$ cat src/rtl/relu_maxpool1d_if.sv
// AXI-Stream bundle used on both sides of the ReLU + 1-D max-pool stage.
interface relu_maxpool1d_if #(
    parameter int DATA_WIDTH = 16
);
    logic [DATA_WIDTH-1:0]   tdata;
    logic [DATA_WIDTH/8-1:0] tkeep;
    logic                    tlast;
    logic                    tvalid;
    logic                    tready;

    modport master (output tdata, output tkeep, output tlast, output tvalid, input tready);
    modport slave  (input tdata, input tkeep, input tlast, input tvalid, output tready);
endinterface

$ cat src/rtl/relu_maxpool1d.sv
// ReLU followed by non-overlapping 1-D max-pooling over POOL samples, with frame
// boundaries carried through TLAST and a partial trailing window flushed.
module relu_maxpool1d #(
    parameter int DATA_WIDTH = 16,
    parameter int POOL       = 2,
    parameter int RELU_EN    = 1
) (
    input  logic              AXIS_ACLK,
    input  logic              AXIS_ARESET,
    relu_maxpool1d_if.slave   s_axis,
    relu_maxpool1d_if.master  m_axis
);
    localparam int CW = (POOL > 1) ? $clog2(POOL) : 1;

    logic [CW-1:0]                cnt;
    logic signed [DATA_WIDTH-1:0] acc;
    logic signed [DATA_WIDTH-1:0] x;
    logic signed [DATA_WIDTH-1:0] r;
    logic signed [DATA_WIDTH-1:0] m;
    logic [DATA_WIDTH-1:0]        out_data;
    logic                         out_last;
    logic                         out_valid;
    logic                         in_fire;
    logic                         close;
    logic                         unused_keep;

    // Input is taken whenever the single output slot is free or draining this edge.
    assign s_axis.tready = !out_valid || m_axis.tready;
    assign in_fire       = s_axis.tvalid && s_axis.tready;
    assign unused_keep   = ^s_axis.tkeep;

    always_comb begin
        x = s_axis.tdata;
        r = x;
        if ((RELU_EN != 0) && x[DATA_WIDTH-1]) begin
            r = '0;
        end
        m = r;
        if ((cnt != '0) && (acc > r)) begin
            m = acc;
        end
        close = in_fire && ((cnt == CW'(POOL - 1)) || s_axis.tlast);
    end

    always_ff @(posedge AXIS_ACLK or posedge AXIS_ARESET) begin
        if (AXIS_ARESET) begin
            cnt       <= '0;
            acc       <= '0;
            out_data  <= '0;
            out_last  <= 1'b0;
            out_valid <= 1'b0;
        end else begin
            if (in_fire) begin
                if (close) begin
                    cnt      <= '0;
                    out_data <= m;
                    out_last <= s_axis.tlast;
                end else begin
                    acc <= m;
                    cnt <= cnt + CW'(1);
                end
            end
            // A new close reloads the slot in the same edge the old beat leaves.
            if (close) begin
                out_valid <= 1'b1;
            end else if (m_axis.tready) begin
                out_valid <= 1'b0;
            end
        end
    end

    assign m_axis.tdata  = out_data;
    assign m_axis.tlast  = out_last;
    assign m_axis.tvalid = out_valid;
    assign m_axis.tkeep  = '1;
endmodule

$ cat src/flat_wrapper.sv
// flat-port wrapper written by rule: the top's interface ports become plain ports
module relu_maxpool1d_flat 
#(
    parameter int DATA_WIDTH = 16,
    parameter int POOL       = 2,
    parameter int RELU_EN    = 1
)
  (AXIS_ACLK, AXIS_ARESET, s_axis_tdata, s_axis_tkeep, s_axis_tlast, s_axis_tvalid, s_axis_tready, m_axis_tdata, m_axis_tkeep, m_axis_tlast, m_axis_tvalid, m_axis_tready);
  relu_maxpool1d_if #(.DATA_WIDTH(DATA_WIDTH)) s_axis_i ();
  relu_maxpool1d_if #(.DATA_WIDTH(DATA_WIDTH)) m_axis_i ();
  input  logic AXIS_ACLK;
  input  logic AXIS_ARESET;
  input wire logic [$bits(s_axis_i.tdata)-1:0] s_axis_tdata;
  input wire logic [$bits(s_axis_i.tkeep)-1:0] s_axis_tkeep;
  input wire logic [$bits(s_axis_i.tlast)-1:0] s_axis_tlast;
  input wire logic [$bits(s_axis_i.tvalid)-1:0] s_axis_tvalid;
  output wire logic [$bits(s_axis_i.tready)-1:0] s_axis_tready;
  output wire logic [$bits(m_axis_i.tdata)-1:0] m_axis_tdata;
  output wire logic [$bits(m_axis_i.tkeep)-1:0] m_axis_tkeep;
  output wire logic [$bits(m_axis_i.tlast)-1:0] m_axis_tlast;
  output wire logic [$bits(m_axis_i.tvalid)-1:0] m_axis_tvalid;
  input wire logic [$bits(m_axis_i.tready)-1:0] m_axis_tready;
  assign s_axis_i.tdata = s_axis_tdata;
  assign s_axis_i.tkeep = s_axis_tkeep;
  assign s_axis_i.tlast = s_axis_tlast;
  assign s_axis_i.tvalid = s_axis_tvalid;
  assign s_axis_tready = s_axis_i.tready;
  assign m_axis_tdata = m_axis_i.tdata;
  assign m_axis_tkeep = m_axis_i.tkeep;
  assign m_axis_tlast = m_axis_i.tlast;
  assign m_axis_tvalid = m_axis_i.tvalid;
  assign m_axis_i.tready = m_axis_tready;
  relu_maxpool1d #(.DATA_WIDTH(DATA_WIDTH), .POOL(POOL), .RELU_EN(RELU_EN)) u_core (.AXIS_ACLK(AXIS_ACLK), .AXIS_ARESET(AXIS_ARESET), .s_axis(s_axis_i), .m_axis(m_axis_i));
endmodule
$ cat config.mk
export PLATFORM = sky130hd
export DESIGN_NAME = relu_maxpool1d_flat
export DESIGN_NICKNAME = d
export VERILOG_FILES = /design/src/rtl/relu_maxpool1d_if.sv /design/src/rtl/relu_maxpool1d.sv /design/src/flat_wrapper.sv
export SDC_FILE = /design/constraint.sdc
export NUM_CORES = 1
export LEC_CHECK = 0
export BUFFER_PORTS_ARGS = -buffer_cell sky130_fd_sc_hd__buf_2
export CELL_PAD_IN_SITES_DETAIL_PLACEMENT = 1
export CELL_PAD_IN_SITES_GLOBAL_PLACEMENT = 2
export CORE_UTILIZATION = 33
export DETAILED_ROUTE_END_ITERATION = 7
export PLACE_DENSITY_LB_ADDON = 0.1
export SYNTH_ARGS = -nofsm -noshare
export SYNTH_HDL_FRONTEND = slang
export SYNTH_SLANG_ARGS = --single-unit
$ cat constraint.sdc
create_clock -name AXIS_ACLK -period 2.4 [get_ports AXIS_ACLK]
set_input_delay 0.24 -clock AXIS_ACLK [delete_from_list [all_inputs] [get_ports AXIS_ACLK]]
set_output_delay 0.24 -clock AXIS_ACLK [all_outputs]
set_load 0.1 [all_outputs]
Word-level counts from Yosys, hierarchy flattened. Index checks and enable logic that the tools add are counted. Widths: inputs -> output; s select.

Bits in registers: 35. Input port bits: 23. Word-level logic and storage cells: 22.

Add/subtract/negate cells: 1. $lt $le $gt $ge: 1. Mux-type cells: 5. Bitwise operators: 1. Reduce and logical (&&, ||, !) cells: 9.

Operators with widths (count): $gt 16x16->1 (1); $mux 16 (1); $mux 15 (1); $reduce_and 2->1 (2); $logic_and 1x1->1 (3); $mux 1 (3); $logic_or 1x1->1 (2); $reduce_bool 2->1 (1); $add 1x1->1 const B (1); $logic_not 1->1 (1); $not 1->1 (1).

Longest topological paths before layout.
Depth in word-level cells: 6. Depth in mapped cells: 12. Depth with buffers taken out: 9.

Worst setup path after synthesis. OpenSTA, ideal clock, no wires.

Kind: register -> register. Start point: register u_core.out_valid (netlist: u_core.m_axis.tvalid). End point: register u_core.out_data[0] (netlist: u_core.m_axis.tdata[0]). Setup time: 131 ps. Arrival: 3061 ps. Required time: 2269 ps. Setup slack: -793 ps. Cell stages (with the launch flop): 7. Clock period less this slack: 3193 ps. Path through: dfrtp_1 -> nand2b_1 -> and2_1 -> o21ai_1 -> nand2b_1 -> buf_2 -> o221ai_2.

Cells in the longest elaborated chain, start to end: 5.

RTL lines: from (decl) (RTL line relu_maxpool1d.sv:22) `logic out_valid;`; from (signal assigned) (RTL line relu_maxpool1d.sv:51) `out_valid <= 1'b0;`; from (signal assigned) (RTL line relu_maxpool1d.sv:65) `out_valid <= 1'b1;`; from (signal assigned) (RTL line relu_maxpool1d.sv:67) `out_valid <= 1'b0;`; $logic_not 1->1 (*) (RTL line relu_maxpool1d.sv:28) `assign s_axis.tready = !out_valid || m_axis.tready;`; $logic_or 1x1->1 (*) (RTL line relu_maxpool1d.sv:28); net s_axis_tready (RTL line flat_wrapper.sv:17) `output wire logic [$bits(s_axis_i.tready)-1:0] s_axis_tready;`; $logic_and 1x1->1 (*) (RTL line relu_maxpool1d.sv:29) `assign in_fire = s_axis.tvalid && s_axis.tready;`; $logic_and 1x1->1 (RTL line relu_maxpool1d.sv:42) `close = in_fire && ((cnt == CW'(POOL - 1)) || s_axis.tlast);`; $reduce_and 2->1 (no source line) (*); to (signal assigned) (RTL line relu_maxpool1d.sv:56) `out_data <= m;`; to (decl) (RTL line relu_maxpool1d.sv:20) `logic [DATA_WIDTH-1:0] out_data;`.

The timed path passes the listed nets; every way through them passes the cells marked *. A chain may end at the register's enable or synchronous reset.

Final worst setup path.
Start point: register u_core.acc[5]. End point: register u_core.out_data[11] (netlist: u_core.m_axis.tdata[11]).

Cells in the longest elaborated chain, start to end: 3.

RTL lines: from (decl) (RTL line relu_maxpool1d.sv:16) `logic signed [DATA_WIDTH-1:0] acc;`; from (signal assigned) (RTL line relu_maxpool1d.sv:59) `acc <= m;`; $gt 16x16->1 (RTL line relu_maxpool1d.sv:39) `if ((cnt != '0) && (acc > r)) begin`; $logic_and 1x1->1 (RTL line relu_maxpool1d.sv:39); $mux 16 (RTL line relu_maxpool1d.sv:39).

No other way between the ends.

==> results.yml <==
timing:
  slew_at_the_pin_closest_to_its_max_slew_limit_ps: 991
  slew-limit-headroom: 0.340
  finalWorstSetupSlack_ps: 135
  fmax_mhz: 441
  timing.final.setup_violations: 0
  final_setup_tns_ps: 0
  rsz_0062_raised_after_global_routing: "no"
  finalHoldViolations: 0
  fin_worst_skew_ps: 8.05
  timing_max_transition_violations_final: 0
  min_period_over_period: 0.944
  finalWorstPathRequiredPeriod_ps: 2270
place:
  place_worst_setup_slack_ps: -123
  placed_cells_incl_taps: 303
  dp_hpwl_mm: 3.39
  numPortBuffers: 39
  routabilityCongestion: 0.727
synthesis:
  post_synth.cell_area_avg_um2: 10.0
  synth_seq_cells: 35
  synth_seq_area_share: 0.456
  synth_cells: 192
  yosysUniqueCellTypes: 29
  ys.warnings.count: 0
  syn_area_um2: 1920
route:
  drc: 0
  via_count: 1539
  drt_pass1_iterations: 4
  remaining_number_of_nets_flagged_by_the_antenna_check_after_routing: 0
  final_wirelength_mm: 4.74
  wl_per_cell_um: 15.2
  initial_drc_count: 40
  viasPerCell: 4.95
global_routing:
  grt_max_degree: 36
  groute.usage.overall: 0.170
  grt_overflow: 0
  grt_first_pass_wirelength_mm: 7.89
  grt_pass1_vias: 1642
  antenna_violations_before_repair: 0
power_and_ir_drop:
  p_total_mw: 2.34
  internal_power_component_mw: 1.18
  share_of_total_power_in_combinational_logic: 0.476
  peakVddDrop_uv: 353
  power.switching_mw: 1.16
  power.sequential.fraction: 0.344
  netSwitchingFraction: 0.496
  p_leak_nw: 1.11
  powerDensity_nw_per_um2: 1010
  share_clk_of_total_power: 0.180
cts:
  number_of_buffers_created_by_cts: 5
  post_cts.resized_instances: 0
  clock_sink_count: 35
  clkTransAtPathRegs_ps: 80
  cts_setup_buffers: 0
  worst_skew_pair.late_latency_ps: 290
  post_cts_hold_buffer_count: 0
  h_tree_depth: 2
  clockBufferDepth: 2
  cts_root_buffer: "sky130_fd_sc_hd__clkbuf_8"
  cts_tree: "built"
floorplanning:
  die_h_um: 78.3
  fp-row-count: 27
  pin_count: 44
  floorplan.core_area_um2: 5540
  initial_core_util: 0.346
  die_footprint_um2: 6130
  die_width_um: 78.3
layout:
  layout.cells.most_common_list: "sky130_fd_sc_hd__buf_2 (39), sky130_fd_sc_hd__nand2_1 (37), sky130_fd_sc_hd__dfrtp_1 (34), sky130_fd_sc_hd__inv_1 (17), sky130_fd_sc_hd__nand2b_1 (17)"
  layout.nets: 276
  finalNonFillerCells: 311
  layout-drive-gt1-share: 0.293
  area_growth_pct: 20.3
  n_antenna_cell: 0
  fillerInstances: 655
  mostFrequentLayoutCell: "sky130_fd_sc_hd__buf_2"
  final_core_util: 0.417
outcome:
  result_of_the_run: "finished clean"
setup_path:
  cp_data_required_time_ps: 2590
  type_of_origin_of_the_critical_path: "flop"
  cp_data_arrival_time_ps: 2460
  worst_setup_path_end_kind: "flop"
  criticalPathCategory: "flop to flop"
  critPathMaxFanout: 8
run:
  drv_cap: 0
worst_hold_path:
  hold_path_class: "input port to asynchronous set/reset pin"
==> path summary, 6_finish.rpt <==
path | from | to | slack [ps] | cells past startpoint
hold / removal | AXIS_ARESET | u_core.m_axis.tdata[2] | 50 | 3
min in group AXIS_ACLK | s_axis_tlast | u_core.m_axis.tlast | 220 | 2
setup reg to reg | u_core.acc[5] | u_core.m_axis.tdata[11] | 130 | 8
max in group asynchronous | AXIS_ARESET | u_core.m_axis.tvalid | 1990 | 3
setup / recovery | u_core.acc[5] | u_core.m_axis.tdata[11] | 130 | 8
hold reg to reg | u_core.m_axis.tdata[12] | u_core.m_axis.tdata[12] | 490 | 2
==> metal layers <==
metal	vias to the layer above	wire, um	track usage	part of all wire
li1	748	-	-	-
met1	755	2220	0.214	0.47
met2	29	2310	0.279	0.49
met3	7	152	0.0477	0.032
met4	0	56	0.0556	0.012
met5	-	0	0	0
==> flip-flops by register name (all words and copies together), names as in the netlist <==
name                  flops
u_core.m_axis.tdata      16
u_core.cnt                1
u_core.m_axis.tlast       1
u_core.m_axis.tvalid      1
u_core.acc               16
==> cells by family (layout without fill, tap and decap cells) <==
family / after synthesis / after routing / synth area share
simple gates: 68 / 68 / 0.183
compound gates: 45 / 45 / 0.194
flops: 35 / 35 / 0.456
buf+inv: 28 / 74 / 0.0671
fa+ha+maj: 15 / 15 / 0.0978
other cells: 1 / 2 / 0.00195
==> critical path, cell delays in order (launching register included) <==
cell and delay, ps:
sky130_fd_sc_hd__dfrtp_1 410, sky130_fd_sc_hd__ha_1 320, sky130_fd_sc_hd__a21oi_1 170, sky130_fd_sc_hd__o21ai_1 100
sky130_fd_sc_hd__a2111oi_2 400, sky130_fd_sc_hd__a31oi_1 160, sky130_fd_sc_hd__or2_1 240, sky130_fd_sc_hd__buf_4 190
sky130_fd_sc_hd__o221ai_1 180
==> metrics by stage <==
step / instance area [um^2] / hold slack (ps)
finish: 2310 / 53.6
detailed placement: 2230 / 385
global route: 2310 / 99.2
floorplan: 1930 / 380
global placement: 2230 / 367
CTS: 2310 / 68.0
==> power groups by stage <==
stage,sequential (mW),combinational (mW),clock (mW)
4_1_cts,0.804,1.13,0.437
3_3_place_gp,0.805,1.10,0
3_5_place_dp,0.815,1.12,0
2_1_floorplan,1.31,0.403,0
5_1_grt,0.822,1.19,0.466
6_report,0.804,1.11,0.420
==> final cells by class <==
type                    instances  area, um^2  share of cell area
multi-input cells             130         926               0.401
flip-flops and latches         35         877               0.380
repair buffers                 49         270               0.117
well taps                      72        90.1              0.0390
clock buffers                   7        76.3              0.0331
inverters                      17        63.8              0.0276
clock inverters                 1        5.00             0.00217
==> cells in the mapped netlist <==
| cell type | count | share of area |
|---|---|---|
| sky130_fd_sc_hd__and2b_1 | 1 | 0.0039 |
| sky130_fd_sc_hd__buf_2 | 1 | 0.0026 |
| sky130_fd_sc_hd__nor2b_1 | 2 | 0.0065 |
| sky130_fd_sc_hd__a31oi_1 | 1 | 0.0033 |
| sky130_fd_sc_hd__conb_1 | 1 | 0.0020 |
| sky130_fd_sc_hd__nor2_2 | 1 | 0.0033 |
| sky130_fd_sc_hd__and2_1 | 3 | 0.0098 |
| sky130_fd_sc_hd__o41ai_1 | 1 | 0.0046 |
| sky130_fd_sc_hd__or2_1 | 1 | 0.0033 |
| sky130_fd_sc_hd__o21ai_0 | 16 | 0.042 |
| sky130_fd_sc_hd__a21oi_1 | 6 | 0.016 |
| sky130_fd_sc_hd__nand2b_1 | 18 | 0.059 |
| sky130_fd_sc_hd__nand4b_4 | 1 | 0.012 |
| sky130_fd_sc_hd__inv_1 | 17 | 0.033 |
| sky130_fd_sc_hd__o211ai_1 | 1 | 0.0039 |
| sky130_fd_sc_hd__a2111oi_2 | 1 | 0.0078 |
| sky130_fd_sc_hd__a22o_1 | 1 | 0.0046 |
| sky130_fd_sc_hd__or3_1 | 1 | 0.0033 |
| sky130_fd_sc_hd__nand4_1 | 3 | 0.0098 |
| sky130_fd_sc_hd__o221ai_2 | 10 | 0.078 |
| sky130_fd_sc_hd__dfrtp_1 | 35 | 0.46 |
| sky130_fd_sc_hd__a2111o_1 | 1 | 0.0059 |
| sky130_fd_sc_hd__nand2_1 | 37 | 0.072 |
| sky130_fd_sc_hd__o221ai_1 | 5 | 0.023 |
| sky130_fd_sc_hd__clkbuf_1 | 6 | 0.012 |
| sky130_fd_sc_hd__ha_1 | 15 | 0.098 |
| sky130_fd_sc_hd__o21ai_1 | 2 | 0.0052 |
| sky130_fd_sc_hd__buf_6 | 2 | 0.012 |
| sky130_fd_sc_hd__buf_4 | 2 | 0.0078 |
(Power assumes the default switching activity.)
